## src/rtl/fft_bfly_scheduler_if.sv

```systemverilog
`default_nettype none
// ============================================================================
// Module   : fft_bfly_scheduler_if
// Purpose  : Butterfly descriptor bus (valid/ready) between scheduler and datapath.
// Revision : 1.0
// ============================================================================
interface fft_bfly_scheduler_if #(
    parameter int LOG2N = 3
);
    logic             issue_valid;
    logic             issue_ready;
    logic [LOG2N-1:0] addr_a;
    logic [LOG2N-1:0] addr_b;
    logic [LOG2N-2:0] tw_idx;
    logic [1:0]       prec_sel;
    logic [3:0]       stage;

    modport master (
        output issue_valid, addr_a, addr_b, tw_idx, prec_sel, stage,
        input  issue_ready
    );

    modport slave (
        input  issue_valid, addr_a, addr_b, tw_idx, prec_sel, stage,
        output issue_ready
    );
endinterface
`default_nettype wire

```

## src/rtl/fft_bfly_scheduler.sv

```systemverilog
`default_nettype none
// ============================================================================
// Module   : fft_bfly_scheduler
// Purpose  : Radix-2 DIT in-place FFT butterfly sequencer with per-stage precision.
// Revision : 1.0
// ============================================================================
module fft_bfly_scheduler #(
    parameter int LOG2N        = 3,
    parameter int DRAIN_CYCLES = 2
) (
    input  wire logic             clk,
    input  wire logic             rst_n,
    input  wire logic             start,
    input  wire logic [LOG2N-1:0] cfg_mult_prec,
    input  wire logic [LOG2N-1:0] cfg_add_prec,
    fft_bfly_scheduler_if.master  bfly,
    output logic                  busy,
    output logic                  done
);
    localparam int              KW         = LOG2N - 1;
    localparam int              DW         = (DRAIN_CYCLES > 1) ? $clog2(DRAIN_CYCLES) : 1;
    localparam logic [KW-1:0]   K_LAST     = '1;
    localparam logic [3:0]      S_LAST     = 4'(LOG2N - 1);
    localparam logic [DW-1:0]   DRAIN_LAST = DW'((DRAIN_CYCLES > 0) ? DRAIN_CYCLES - 1 : 0);

    typedef enum logic [1:0] {
        IDLE  = 2'd0,
        ISSUE = 2'd1,
        DRAIN = 2'd2,
        DONE  = 2'd3
    } state_t;

    state_t           state_q, state_d;
    logic [3:0]       s_q, s_d;
    logic [KW-1:0]    k_q, k_d;
    logic [DW-1:0]    drain_q, drain_d;
    logic [LOG2N-1:0] mult_q, mult_d;
    logic [LOG2N-1:0] add_q, add_d;
    logic             valid_q, valid_d;
    logic             busy_q, busy_d;
    logic             done_q, done_d;
    logic             handshake;
    logic             stage_end;

    always_comb begin
        state_d   = state_q;
        s_d       = s_q;
        k_d       = k_q;
        drain_d   = drain_q;
        mult_d    = mult_q;
        add_d     = add_q;
        stage_end = 1'b0;
        handshake = valid_q & bfly.issue_ready;

        case (state_q)
            IDLE: begin
                if (start) begin
                    mult_d  = cfg_mult_prec;
                    add_d   = cfg_add_prec;
                    s_d     = '0;
                    k_d     = '0;
                    drain_d = '0;
                    state_d = ISSUE;
                end
            end
            ISSUE: begin
                if (handshake) begin
                    if (k_q == K_LAST) begin
                        k_d = '0;
                        if (DRAIN_CYCLES == 0) begin
                            stage_end = 1'b1;
                        end else begin
                            drain_d = '0;
                            state_d = DRAIN;
                        end
                    end else begin
                        k_d = k_q + KW'(1);
                    end
                end
            end
            DRAIN: begin
                if (drain_q == DRAIN_LAST) begin
                    stage_end = 1'b1;
                end else begin
                    drain_d = drain_q + DW'(1);
                end
            end
            default: begin
                state_d = IDLE;
            end
        endcase

        if (stage_end) begin
            if (s_q < S_LAST) begin
                s_d     = s_q + 4'd1;
                state_d = ISSUE;
            end else begin
                state_d = DONE;
            end
        end

        // Status outputs are registered from the next state so they align with it.
        valid_d = (state_d == ISSUE);
        busy_d  = (state_d != IDLE);
        done_d  = (state_d == DONE);
    end

    always_ff @(posedge clk or negedge rst_n) begin
        if (!rst_n) begin
            state_q <= IDLE;
            s_q     <= '0;
            k_q     <= '0;
            drain_q <= '0;
            mult_q  <= '0;
            add_q   <= '0;
            valid_q <= 1'b0;
            busy_q  <= 1'b0;
            done_q  <= 1'b0;
        end else begin
            state_q <= state_d;
            s_q     <= s_d;
            k_q     <= k_d;
            drain_q <= drain_d;
            mult_q  <= mult_d;
            add_q   <= add_d;
            valid_q <= valid_d;
            busy_q  <= busy_d;
            done_q  <= done_d;
        end
    end

    // Descriptor: j = k mod 2^s, group g = k >> s, addr_a = (g << (s+1)) | j.
    logic [LOG2N-1:0] k_ext;
    logic [LOG2N-1:0] half;
    logic [LOG2N-1:0] mask;
    logic [LOG2N-1:0] addr_a_w;
    logic [KW-1:0]    j_w;
    logic [KW-1:0]    tw_w;
    logic [LOG2N-1:0] mult_sh;
    logic [LOG2N-1:0] add_sh;

    always_comb begin
        k_ext    = LOG2N'(k_q);
        half     = LOG2N'(1) << s_q;
        mask     = half - LOG2N'(1);
        addr_a_w = ((k_ext >> s_q) << (s_q + 4'd1)) | (k_ext & mask);
        j_w      = KW'(k_ext & mask);
        tw_w     = j_w << (S_LAST - s_q);
        mult_sh  = mult_q >> s_q;
        add_sh   = add_q >> s_q;
    end

    // Descriptor fields read zero whenever the scheduler is idle, including after reset.
    assign bfly.issue_valid = valid_q;
    assign bfly.addr_a      = busy_q ? addr_a_w : '0;
    assign bfly.addr_b      = busy_q ? (addr_a_w | half) : '0;
    assign bfly.tw_idx      = busy_q ? tw_w : '0;
    assign bfly.prec_sel    = busy_q ? {add_sh[0], mult_sh[0]} : 2'b00;
    assign bfly.stage       = busy_q ? s_q : 4'd0;
    assign busy             = busy_q;
    assign done             = done_q;
endmodule
`default_nettype wire

```

## src/flat_wrapper.sv

```systemverilog
// flat-port wrapper written by rule: the top's interface ports become plain ports
module fft_bfly_scheduler_flat 
#(
    parameter int LOG2N        = 3,
    parameter int DRAIN_CYCLES = 2
)
  (clk, rst_n, start, cfg_mult_prec, cfg_add_prec, busy, done, bfly_issue_valid, bfly_addr_a, bfly_addr_b, bfly_tw_idx, bfly_prec_sel, bfly_stage, bfly_issue_ready);
  fft_bfly_scheduler_if #(.LOG2N(LOG2N)) bfly_i ();
  input  wire logic clk;
  input  wire logic rst_n;
  input  wire logic start;
  input  wire logic [LOG2N-1:0] cfg_mult_prec;
  input  wire logic [LOG2N-1:0] cfg_add_prec;
  output logic busy;
  output logic done;
  output wire logic [$bits(bfly_i.issue_valid)-1:0] bfly_issue_valid;
  output wire logic [$bits(bfly_i.addr_a)-1:0] bfly_addr_a;
  output wire logic [$bits(bfly_i.addr_b)-1:0] bfly_addr_b;
  output wire logic [$bits(bfly_i.tw_idx)-1:0] bfly_tw_idx;
  output wire logic [$bits(bfly_i.prec_sel)-1:0] bfly_prec_sel;
  output wire logic [$bits(bfly_i.stage)-1:0] bfly_stage;
  input wire logic [$bits(bfly_i.issue_ready)-1:0] bfly_issue_ready;
  assign bfly_issue_valid = bfly_i.issue_valid;
  assign bfly_addr_a = bfly_i.addr_a;
  assign bfly_addr_b = bfly_i.addr_b;
  assign bfly_tw_idx = bfly_i.tw_idx;
  assign bfly_prec_sel = bfly_i.prec_sel;
  assign bfly_stage = bfly_i.stage;
  assign bfly_i.issue_ready = bfly_issue_ready;
  fft_bfly_scheduler #(.LOG2N(LOG2N), .DRAIN_CYCLES(DRAIN_CYCLES)) u_core (.clk(clk), .rst_n(rst_n), .start(start), .cfg_mult_prec(cfg_mult_prec), .cfg_add_prec(cfg_add_prec), .bfly(bfly_i), .busy(busy), .done(done));
endmodule
```

## config.mk

```make
export PLATFORM = sky130hd
export DESIGN_NAME = fft_bfly_scheduler_flat
export DESIGN_NICKNAME = d
export VERILOG_FILES = /design/src/rtl/fft_bfly_scheduler_if.sv /design/src/rtl/fft_bfly_scheduler.sv /design/src/flat_wrapper.sv
export SDC_FILE = /design/constraint.sdc
export NUM_CORES = 1
export LEC_CHECK = 0
export ABC_AREA = 1
export BUFFER_PORTS_ARGS = -buffer_cell sky130_fd_sc_hd__buf_4
export CAP_MARGIN = 10
export CORE_MARGIN = 10
export CORE_UTILIZATION = 43
export DETAILED_ROUTE_END_ITERATION = 10
export GPL_TIMING_DRIVEN = 0
export PLACE_DENSITY = 0.65
export SLEW_MARGIN = 5
export SYNTH_ARGS = -nofsm -noshare
export SYNTH_HDL_FRONTEND = slang
export SYNTH_SLANG_ARGS = --single-unit
```

## constraint.sdc

```tcl
create_clock -name clk -period 2 [get_ports clk]
set_input_delay 0.1 -clock clk [delete_from_list [all_inputs] [get_ports clk]]
set_output_delay 0.1 -clock clk [all_outputs]
set_load 0.005 [all_outputs]
```

==> flow_summary.json <==
{
  "status": "complete, no violations",
  "min_from": "start",
  "crit_fanout": 10,
  "root_buffer": "clkbuf_4",
  "drt_iter0_markers": 74,
  "rsz0062_at_grt": "no",
  "viasPerCell": 4.84,
  "switching_share_pct": 37.3,
  "final.setup.tns_ns": 0,
  "die-area_mm2": 0.00495,
  "synth_top_cell_area_share_pct": 41.3,
  "p_sw_mw": 0.524,
  "antenna_found_initial": 0,
  "path_class": "reg -> out",
  "critPathMaxStageDelay_ns": 0.40,
  "fin_crit_sh_pct": 90.9,
  "power.density_mw_per_mm2": 962,
  "sequentialPowerShare_pct": 40.1,
  "report.final.hold_viol_count": 0,
  "vdd_ir_drop_max_mv": 0.636,
  "place.gp.congestion": 0.791,
  "yosys.area.top_type": "dfrtp_1",
  "p_int_mw": 0.880,
  "cts_buffers": 3,
  "yosys-top-cells-area": "dfrtp_1 (41%), nand2_1 (18%), inv_1 (7.2%)",
  "setup_violations": 0,
  "async_flop_share_pct": 100,
  "worstReg2RegEnd": "u_core.busy$_DFF_PN0_",
  "fillers": 241,
  "core_mm2": 0.00245,
  "final-max-slew-violation-count": 0,
  "clkLatencyLatePin_ns": 0.29,
  "cts_tree": "done",
  "p_comb_share_pct": 44.2,
  "htreeDepth": 1,
  "synth_cell_types": 21,
  "yosysSeqAreaShare_pct": 41.3,
  "synth_warnings": 0,
  "drive_gt1_share_pct": 25.0,
  "cts.sinks": 18,
  "leakagePower_nw": 0.831,
  "slowest_stage": "dfrtp_1",
  "max-slew-margin-rel_pct": 80.6,
  "netlist_area_mm2": 0.00109,
  "final_util_pct": 59.4,
  "syn2layout_area_growth_pct": 33.9,
  "synth.most_common_cell": "nand2_1",
  "pwr-share-clk_pct": 15.7,
  "io_pins": 27,
  "grt_overflow_total": 0,
  "antenna_left": 0,
  "r2r_start": "u_core.s_q[1]$_DFF_PN0_",
  "skew_ns": 0.000504,
  "cp-end-kind": "output port",
  "min_period_ns": 1.82,
  "dr.pass1.iters": 4,
  "num_rows": 18,
  "die_h_um": 70.3,
  "antennaDiodeCount": 0,
  "grt_max_degree": 19,
  "synth-edff-count": 0,
  "initial_utilization_pct": 44.4,
  "clock.fmax_mhz": 550,
  "critPathRequiredTime_ns": 1.90,
  "cts.path.max_buffers": 2,
  "r2r_cells": 5,
  "r2r_setup_slack_ns": 0.51,
  "clk_pin_slew_ns": 0.10,
  "ys_seq_elements": 18,
  "whs_path_depth": 4,
  "grt_pass1_vias": 1022,
  "worst_slew_pin_slew_ns": 0.288,
  "maxCapViolCount": 0,
  "path_cells": "buf_6 -> inv_2 -> ha_4 -> nor2_1 -> nand4_1 -> a21oi_2 -> buf_4",
  "die_w_um": 70.3,
  "routed_wirelength_um": 2600,
  "drc_errors": 0,
  "arrival_ns": 1.72,
  "numPortBuffers": 26,
  "synth_commonest_cells": "nand2_1 (53), inv_1 (21), dfrtp_1 (18)",
  "critPathLaunchType": "flop",
  "avgSynthCellArea_um2": 7.27,
  "dpl.hpwl_um": 2020,
  "nets": 202,
  "wl_per_cell_um": 11.9,
  "holdPathEnd": "u_core.drain_q$_DFFE_PN0P_",
  "synth_flop_cell": "dfrtp_1",
  "synth_cells": 150,
  "track_usage_pct": 10.2,
  "synth_nets": 163,
  "worst_hold_path_type": "in -> reg",
  "vias": 1056,
  "grt_pass1_wl_um": 4370
}
-- cell families after synthesis --
| logic type | synth area share [%] |
|---|---|
| simple gates | 38.5 |
| buf+inv | 10.3 |
| flops | 41.3 |
| compound gates | 6.43 |
| fa+ha+maj | 3.44 |
-- registers in the layout, summed over array words and instances, names as in the netlist --
name	flops
u_core.add_q	3
u_core.done	1
u_core.s_q	4
u_core.k_q	2
u_core.busy	1
u_core.bfly.issue_valid	1
u_core.state_q	2
u_core.mult_q	3
u_core.drain_q	1
-- worst max-delay path, delay by kind of cell, from the launching register on --
family                     cells  cell delay, ns
buffers and inverters          3            0.38
AOI/OAI and AO/OA              1            0.13
adders and majority gates      1            0.23
DFF                            1            0.40
and+or+nand+nor                2            0.28
-- layout make-up --
class	count	area [µm²]	area share [%]
Multi-Input combinational cell	105	543	37.2
Tap cell	30	37.5	2.57
Buffer	4	32.5	2.23
Sequential cell	18	450	30.9
Clock buffer	4	36.3	2.49
Timing Repair Buffer	34	273	18.7
Inverter	23	86.3	5.92
-- cells in the final DEF (no fill, tap or decap), drive strengths merged --
cell         instances
nor2                11
nor3                 2
ha                   3
inv                 23
o21ai                9
dlygate4sd3          7
a21oi                2
clkbuf               4
a22oi                2
and2                 1
nand2               53
dfrtp               18
buf                 31
nand3               15
nand4                7
-- layer usage --
metal | vias up | GRT usage (%) | wire [µm] | part of all wire (%)
li1 | 555 | - | - | -
met1 | 473 | 12.1 | 1190 | 46
met2 | 26 | 17.2 | 1210 | 47
met3 | 2 | 3.67 | 180 | 6.9
met4 | 0 | 1.97 | 12 | 0.46
met5 | - | 0 | 0 | 0
-- repair_timing --
action                                  4_1_cts  5_1_grt
endpoints found under the setup margin        6        7
resized for setup                             1        5
hold endpoints to repair                     23        1
buffers inserted                              0        1
hold buffers                                  6        1
-- how the worst max path moves through the flow --
stage | start | to | slack, ns | cells past startpoint
global route | u_core.s_q[1]$_DFF_PN0_ | bfly_addr_b[0] | 0.006 | 8
floorplan | u_core.s_q[0]$_DFF_PN0_ | bfly_tw_idx[1] | 0.59 | 6
CTS | u_core.s_q[0]$_DFF_PN0_ | bfly_tw_idx[1] | 0.01 | 7
global placement | u_core.s_q[0]$_DFF_PN0_ | bfly_tw_idx[1] | 0.29 | 7
detailed placement | u_core.s_q[0]$_DFF_PN0_ | bfly_tw_idx[1] | 0.28 | 7
finish | u_core.s_q[0]$_DFF_PN0_ | bfly_tw_idx[1] | 0.18 | 7
-- stage by stage --
| stage | worst slack [ns] | cells | total power [mW] | hold slack [ns] | cell area, µm² |
|---|---|---|---|---|---|
| 2_1_floorplan | 0.587 | 150 | 0.912 | -0.196 | 1090 |
| 3_3_place_gp | 0.291 | 206 | 1.16 | -0.0189 | 1320 |
| 3_5_place_dp | 0.284 | 206 | 1.18 | -0.0217 | 1320 |
| 4_1_cts | 0.0115 | 216 | 1.42 | 0.00628 | 1420 |
| 5_1_grt | 0.00600 | 218 | 1.54 | 0.0923 | 1460 |
| 6_report | 0.182 | 218 | 1.40 | 0.0889 | 1460 |
-- power by group through the flow --
stage	logic, mW	clock network (mW)	registers [mW]
floorplan	0.362	0	0.551
global placement	0.594	0	0.570
detailed placement	0.611	0	0.572
CTS	0.623	0.228	0.565
global route	0.714	0.247	0.582
finish	0.620	0.220	0.564
Power figures use the tool's default switching activity.
